[src/rtl/rr_arbiter_n.sv]
// N-channel request arbiter for a single shared resource.
// Selectable fixed-priority or round-robin policy, direct handover between
// holders with no idle cycle, and optional preemption after MAX_HOLD cycles.
// Grant is registered and one-hot; grant_id and busy are derived from it.
module rr_arbiter_n #(
  parameter int N        = 4,
  parameter int RR_MODE  = 1,
  parameter int MAX_HOLD = 0,
  parameter int IDW      = 2,
  parameter int CW       = 8
) (
  input  logic           clk,
  input  logic           reset,
  input  logic [N-1:0]   req,
  output logic [N-1:0]   grant,
  output logic [IDW-1:0] grant_id,
  output logic           busy
);

  typedef enum logic {
    S_IDLE  = 1'b0,
    S_GRANT = 1'b1
  } state_t;

  state_t         state_q, state_d;
  logic [N-1:0]   grant_q, grant_d;
  logic [IDW-1:0] id_q, id_d;
  logic [IDW-1:0] ptr_q, ptr_d;
  logic [CW-1:0]  cnt_q, cnt_d;

  logic [N-1:0]   cand;
  logic [N-1:0]   others;
  logic [IDW-1:0] win;
  logic           do_new;

  // Winner search: fixed mode scans from index 0, round-robin scans upward
  // from the pointer and wraps modulo N. The first set bit wins.
  function automatic logic [IDW-1:0] pick(input logic [N-1:0] r,
                                          input logic [IDW-1:0] p);
    logic [IDW-1:0] w;
    logic           found;
    int             idx;
    w     = '0;
    found = 1'b0;
    for (int k = 0; k < N; k++) begin
      idx = (RR_MODE != 0) ? ((int'(p) + k) % N) : k;
      if (!found && r[idx]) begin
        found = 1'b1;
        w     = IDW'(idx);
      end
    end
    return w;
  endfunction

  // Next-state decision: new grant from idle, hold, release/handover, preempt.
  always_comb begin
    state_d = state_q;
    grant_d = grant_q;
    id_d    = id_q;
    ptr_d   = ptr_q;
    cnt_d   = cnt_q;
    do_new  = 1'b0;
    cand    = '0;
    others  = req & ~grant_q;

    case (state_q)
      S_IDLE: begin
        if (|req) begin
          do_new = 1'b1;
          cand   = req;
        end
      end
      S_GRANT: begin
        if (!req[id_q]) begin
          // Release takes precedence over a coincident preemption.
          if (|req) begin
            do_new = 1'b1;
            cand   = req;
          end else begin
            state_d = S_IDLE;
            grant_d = '0;
            id_d    = '0;
            cnt_d   = '0;
          end
        end else if ((MAX_HOLD > 0) && (cnt_q == CW'(MAX_HOLD)) && (|others)) begin
          do_new = 1'b1;
          cand   = others;
        end else if ((MAX_HOLD > 0) && (cnt_q == CW'(MAX_HOLD))) begin
          // Nobody else waiting: stay armed at the limit so a later arrival
          // preempts on the very next edge.
          cnt_d = cnt_q;
        end else if (cnt_q != '1) begin
          cnt_d = cnt_q + CW'(1);
        end
      end
      default: begin
        state_d = S_IDLE;
        grant_d = '0;
        id_d    = '0;
        cnt_d   = '0;
      end
    endcase

    win = pick(cand, ptr_q);
    if (do_new) begin
      state_d = S_GRANT;
      grant_d = N'(1) << win;
      id_d    = win;
      cnt_d   = CW'(1);
      ptr_d   = (int'(win) == N - 1) ? '0 : win + IDW'(1);
    end
  end

  // State, grant, pointer and hold-counter registers with synchronous reset.
  always_ff @(posedge clk) begin
    if (!reset) begin
      state_q <= S_IDLE;
      grant_q <= '0;
      id_q    <= '0;
      ptr_q   <= '0;
      cnt_q   <= '0;
    end else begin
      state_q <= state_d;
      grant_q <= grant_d;
      id_q    <= id_d;
      ptr_q   <= ptr_d;
      cnt_q   <= cnt_d;
    end
  end

  assign grant    = grant_q;
  assign grant_id = id_q;
  assign busy     = |grant_q;

endmodule

[config.mk]
export PLATFORM = sky130hd
export DESIGN_NAME = rr_arbiter_n
export DESIGN_NICKNAME = d
export VERILOG_FILES = /design/src/rtl/rr_arbiter_n.sv
export SDC_FILE = /design/constraint.sdc
export NUM_CORES = 1
export LEC_CHECK = 0
export ABC_CLOCK_PERIOD_IN_PS = 3550
export CAP_MARGIN = 10
export CORE_AREA = 8 8 45 47
export DETAILED_ROUTE_END_ITERATION = 8
export DIE_AREA = 0 0 53 55
export PLACE_DENSITY = 0.67
export SLEW_MARGIN = 40
export SYNTH_ARGS = -nofsm -noshare
export SYNTH_HDL_FRONTEND = slang
export SYNTH_SLANG_ARGS = --single-unit
[constraint.sdc]
create_clock -name clk -period 3.55 [get_ports clk]
set_input_delay 0.71 -clock clk [delete_from_list [all_inputs] [get_ports clk]]
set_output_delay 0.71 -clock clk [all_outputs]
set_load 0.02 [all_outputs]
=== After elaboration in Yosys (flattened, before gate mapping) ===
Cells that the tools add are included.

* Register bits after elaboration: 9
* Bits in latches: 0
* Bits in writable memories: 0
* ROM bits: 0
* Input bits: 6
* Logic and storage cells: 72
* Memories: 0

* $add $sub $neg: 4
* Multiply operators: 0
* Div/mod/pow operators: 0
* $lt $le $gt $ge: 5
* Equality and inequality tests: 3
* Shift-type cells: 1
* Mux-type cells: 38
* Bitwise operators: 4
* Reduce and logical (&&, ||, !) cells: 13

{| class="wikitable"
|+ Operator list
! kind !! number
|-
| 2-to-1 mux 4 bit || 6
|-
| 2-to-1 mux 2 bit || 9
|-
| 2-to-1 mux 1 bit || 16
|-
| < comparator 3 x 4 -> 1 bit, second input constant || 3
|-
| binary-select mux 1 bit (select 2 bit) || 5
|-
| case mux 4 bit (2 select lines) || 1
|-
| OR reduction 4 bit || 2
|-
| < comparator 2 x 3 -> 1 bit, second input constant || 2
|-
| OR reduction 2 bit || 3
|-
| adder 2 x 1 -> 2 bit, second input constant || 2
|-
| adder 2 bit, second input constant || 2
|-
| != test 2 bit, second input constant || 2
|-
| left shift 1 x 2 -> 4 bit, first input constant || 1
|-
| bitwise AND 1 bit, first input constant || 3
|-
| logical AND 1 bit || 3
|-
| logical NOT 1 bit || 3
|-
| AND reduction 3 bit || 1
|-
| equality test 2 x 1 -> 1 bit, second input constant || 1
|-
| case mux 1 bit (2 select lines) || 1
|-
| nonzero test 2 bit || 1
|-
| inverter 1 bit || 1
|}

=== Logic depth before layout (Yosys ltp) ===
* Depth after elaboration: 18
* Depth in mapped cells: 7
* Mapped depth without buffers: 7

=== Worst setup path before layout ===
OpenSTA, ideal clock, no wires.

* Path kind: in2reg
* From: input req[2]
* To: register grant_q[0], in the netlist grant[0]
* Data arrival time: 2040 ps
* Slack: 1393 ps
* Cell stages on the path: 6
* Cell sequence: nor2b_1 mux4_2 nor4_4 inv_1 ha_1 a22o_1

* Word-level cells in the longest chain between the ends: 18
* Elaborated cells between the ends (all ways): 39
* Classes of those cells: eq/ne (2); shift (1); mux (27); reduce/logical (9)

{| class="wikitable"
|+ Ends and longest elaborated chain
! element !! line !! text
|-
| start, declared || 14 || <nowiki>input logic [N-1:0] req,</nowiki>
|-
| binary-select mux 1 bit (select 2 bit) / OR reduction 4 bit (equally long branches) || 74, 68, 76 ||
|-
| 2-to-1 mux 1 bit (not written as such) / 2-to-1 mux 4 bit (equally long branches) || 74, 68, 76 ||
|-
| 2-to-1 mux 4 bit || 74 || <nowiki>if (!req[id_q]) begin</nowiki>
|-
| case mux 4 bit (2 select lines) || 66 || <nowiki>case (state_q)</nowiki>
|-
| binary-select mux 1 bit (select 2 bit) || 47 || <nowiki>if (!found && r[idx]) begin</nowiki>
|-
| 2-to-1 mux 1 bit (not written as such) || 47 ||
|-
| 2-to-1 mux 1 bit || 47 ||
|-
| logical NOT 1 bit || 47 ||
|-
| (+2 left out) || n/a ||
|-
| logical NOT 1 bit || 47 ||
|-
| logical AND 1 bit || 47 ||
|-
| 2-to-1 mux 1 bit || 47 ||
|-
| logical NOT 1 bit || 47 ||
|-
| logical AND 1 bit || 47 ||
|-
| 2-to-1 mux 2 bit || 47 ||
|-
| left shift 1 x 2 -> 4 bit || 107 || <nowiki>grant_d = N'(1) << win;</nowiki>
|-
| 2-to-1 mux 4 bit || 105 || <nowiki>if (do_new) begin</nowiki>
|-
| end signal, assigned || 124 || <nowiki>grant_q <= grant_d;</nowiki>
|-
| end, declared || 26 || <nowiki>logic [N-1:0] grant_q, grant_d;</nowiki>
|}

Several ways; a longest one is shown, not always the timed one. The select of a mux whose other input is x is not followed.
A chain may end at the register's enable or synchronous reset.

=== Final worst setup path ===
* From: input req[0]
* To: register grant_q[0], in the netlist grant[0]

The elaborated chain is that of the path after synthesis.

==> results.md <==
- Clock skew: 5.86 ps
- CTS root buffer: clkbuf_4
- Clk Latency, worst-skew pair: 250 ps
- Relative slew slack: 76.9%
- Final period utilization: 72.4%
- Status: finished clean
- Yosys reg bits: 9
- Synth Warn #: 0
- Leakage: 0.000287 µW
- Synth top area share: 33.9%
- Largest net degree at the start of global routing: 8
- Commonest non-fill, non-tap cell in the layout: clkdlybuf4s50_1
- Initial antenna violation count: 0
- Final Util: 50.5%
- Sink Count: 9
- Critical path endpoint category: flop
- Die area: 2920 µm²
- Top Ports: 13
- Clock Path Buffers: 2
- # fillers: 155
- Final setup fails: 0
- Yosys cell types: 21
- Dominant cell type by area after synthesis: dfxtp_1
- First-pass GRT wire length: 2040 µm
- Site Rows: 14
- Share of layout cells above drive strength 1: 11.6%
- Fin crit period: 2570 ps
- VDD IR max: 0.000252 V
- Syn nets: 63
- DRC Markers: 0
- Hold-fix buffers, CTS: 0
- Final Cell Area: 698 µm²
- Hold crit path type: reg -> reg
- Vias in the first global route: 466
- RSZ-0062 raised after global routing: false
- Starting density of the core: 38.4%
- Hpwl dp: 921 µm
- Vias: 442
- Synth top area cells: dfxtp_1, ha_1, a22o_1
- Fmax: 0.389 GHz
- First drt pass iteration count: 4
- Register Area: 180 µm²
- Inst Count DP: 81
- Setup_tns: 0 ps
- Core area: 1380 µm²
- Maxcap violations: 0
- Htree depth: 1
- Slew @ Worst Pin: 338 ps
- Post-route insts no fill: 85
- Area grow syn2layout: 31.3%
- Critical path class: in -> reg
- DRT antenna net count: 0
- Final hold viol count: 0
- Critical Path Start Type: input pin
- Die height: 55 µm
- N_diodes: 0
- Port bufs: 12
- Area of the multi-input gates: 333 µm²
- Remaining global-route overflow: 0
- Final net count: 80
- Routed vias/inst: 5.20
- Syn Std Cell Area: 532 µm²
- CP required: 3690 ps
- CP max FO: 6
- Post-Synthesis Mean Instance Area: 10.0 µm²
- Routed wire length per instance: 13.7 µm
- Number of CTS-inserted buffers: 3
- Routability cong.: 0.756
- Mapped Cells: 53
- Number of DRC markers in iteration 0: 8
- WL final: 1160 µm
- Worst-path clk slew: 50 ps
- Post-CTS setup buffer count: 0
- CTS tree: yes
- Most frequent cells in the layout: clkdlybuf4s50_1, dfxtp_1, nand2_1
- Post-DP Area: 672 µm²
- CTS resizes: 0
- Gr usage total: 9.22%
- Power per cell area: 503 nW/µm²
- Critical Path AT: 2710 ps
- Fraction of the yosys area taken by sequential cells: 33.9%
- Fin. max-slew vios: 0
- Die X: 53 µm
## cells in the mapped netlist
cell and instances:
dfxtp_1 9, a21o_1 1, o22ai_1 1, inv_1 5, nand2_1 6, or2b_2 1, nor2_1 4, o22ai_4 1
o21a_1 1, a211o_1 1, a221oi_1 1, nor4_4 1, or4_1 2, mux4_2 1, mux2i_1 3, a22o_1 5
ha_1 4, nor2b_1 3, o21a_2 1, o2bb2a_1 1, a21boi_0 1
## kinds of logic (layout without fill, tap and decap cells)
group,Yosys count,after routing,synth area share [%]
AOI/OAI and AO/OA,14,14,24.2
adders and majority gates,4,4,9.41
buffers and inverters,5,21,3.53
DFF,9,9,33.9
muxes,4,4,9.88
and+or+nand+nor,17,17,19.1
## flip-flops by register name, summed over array words and instances, names as in the netlist
register and flops:
ptr_q 2, grant 4, state_q 1, grant_id 2
## per-layer routing
metal | share of wire, % | wire length (µm) | global-route usage, %
met5 | 0 | 0 | 0
met4 | 0.95 | 11 | 3.88
met3 | 5.1 | 59 | 2.94
met2 | 44 | 516 | 15.2
met1 | 49 | 573 | 10.8
## report_power, final
part	internal [µW]	total [µW]	switching (µW)	leakage [µW]
Clock	43.1	74.6	31.6	0.0000150
Sequential	118	132	14.0	0.0000743
Combinational	71.4	145	73.3	0.000198
Total	232	351	119	0.000287
## cell type report
type	instances	area share, %
clock buffers	4	3.76
inverters	5	2.69
multi-input cells	39	47.7
flip-flops and latches	9	25.8
well taps	16	2.87
repair buffers	12	17.2
## metrics by stage
step | power, µW | setup WS [ps] | hold WS (ps)
after global placement | 279 | 762 | 466
final | 351 | 979 | 478
after detailed placement | 280 | 728 | 474
after global routing | 379 | 858 | 509
after CTS | 358 | 975 | 486
after floorplan | 226 | 1390 | 448
## final timing paths
check | startpoint | endpoint | slack [ps] | cells past startpoint
max | req[0] | grant[0] | 980 | 7
min reg2reg | ptr_q[1] | ptr_q[1] | 480 | 2
max reg2reg | grant_id[0] | grant[0] | 1570 | 6
min | ptr_q[1] | ptr_q[1] | 480 | 2
## critical path, stage by stage
cell and delay, ps:
clkdlybuf4s50_1 500, nor2b_1 190, mux4_2 500, nor4_4 270
inv_1 120, ha_1 210, a22o_1 210
Power figures use the tool's default switching activity.
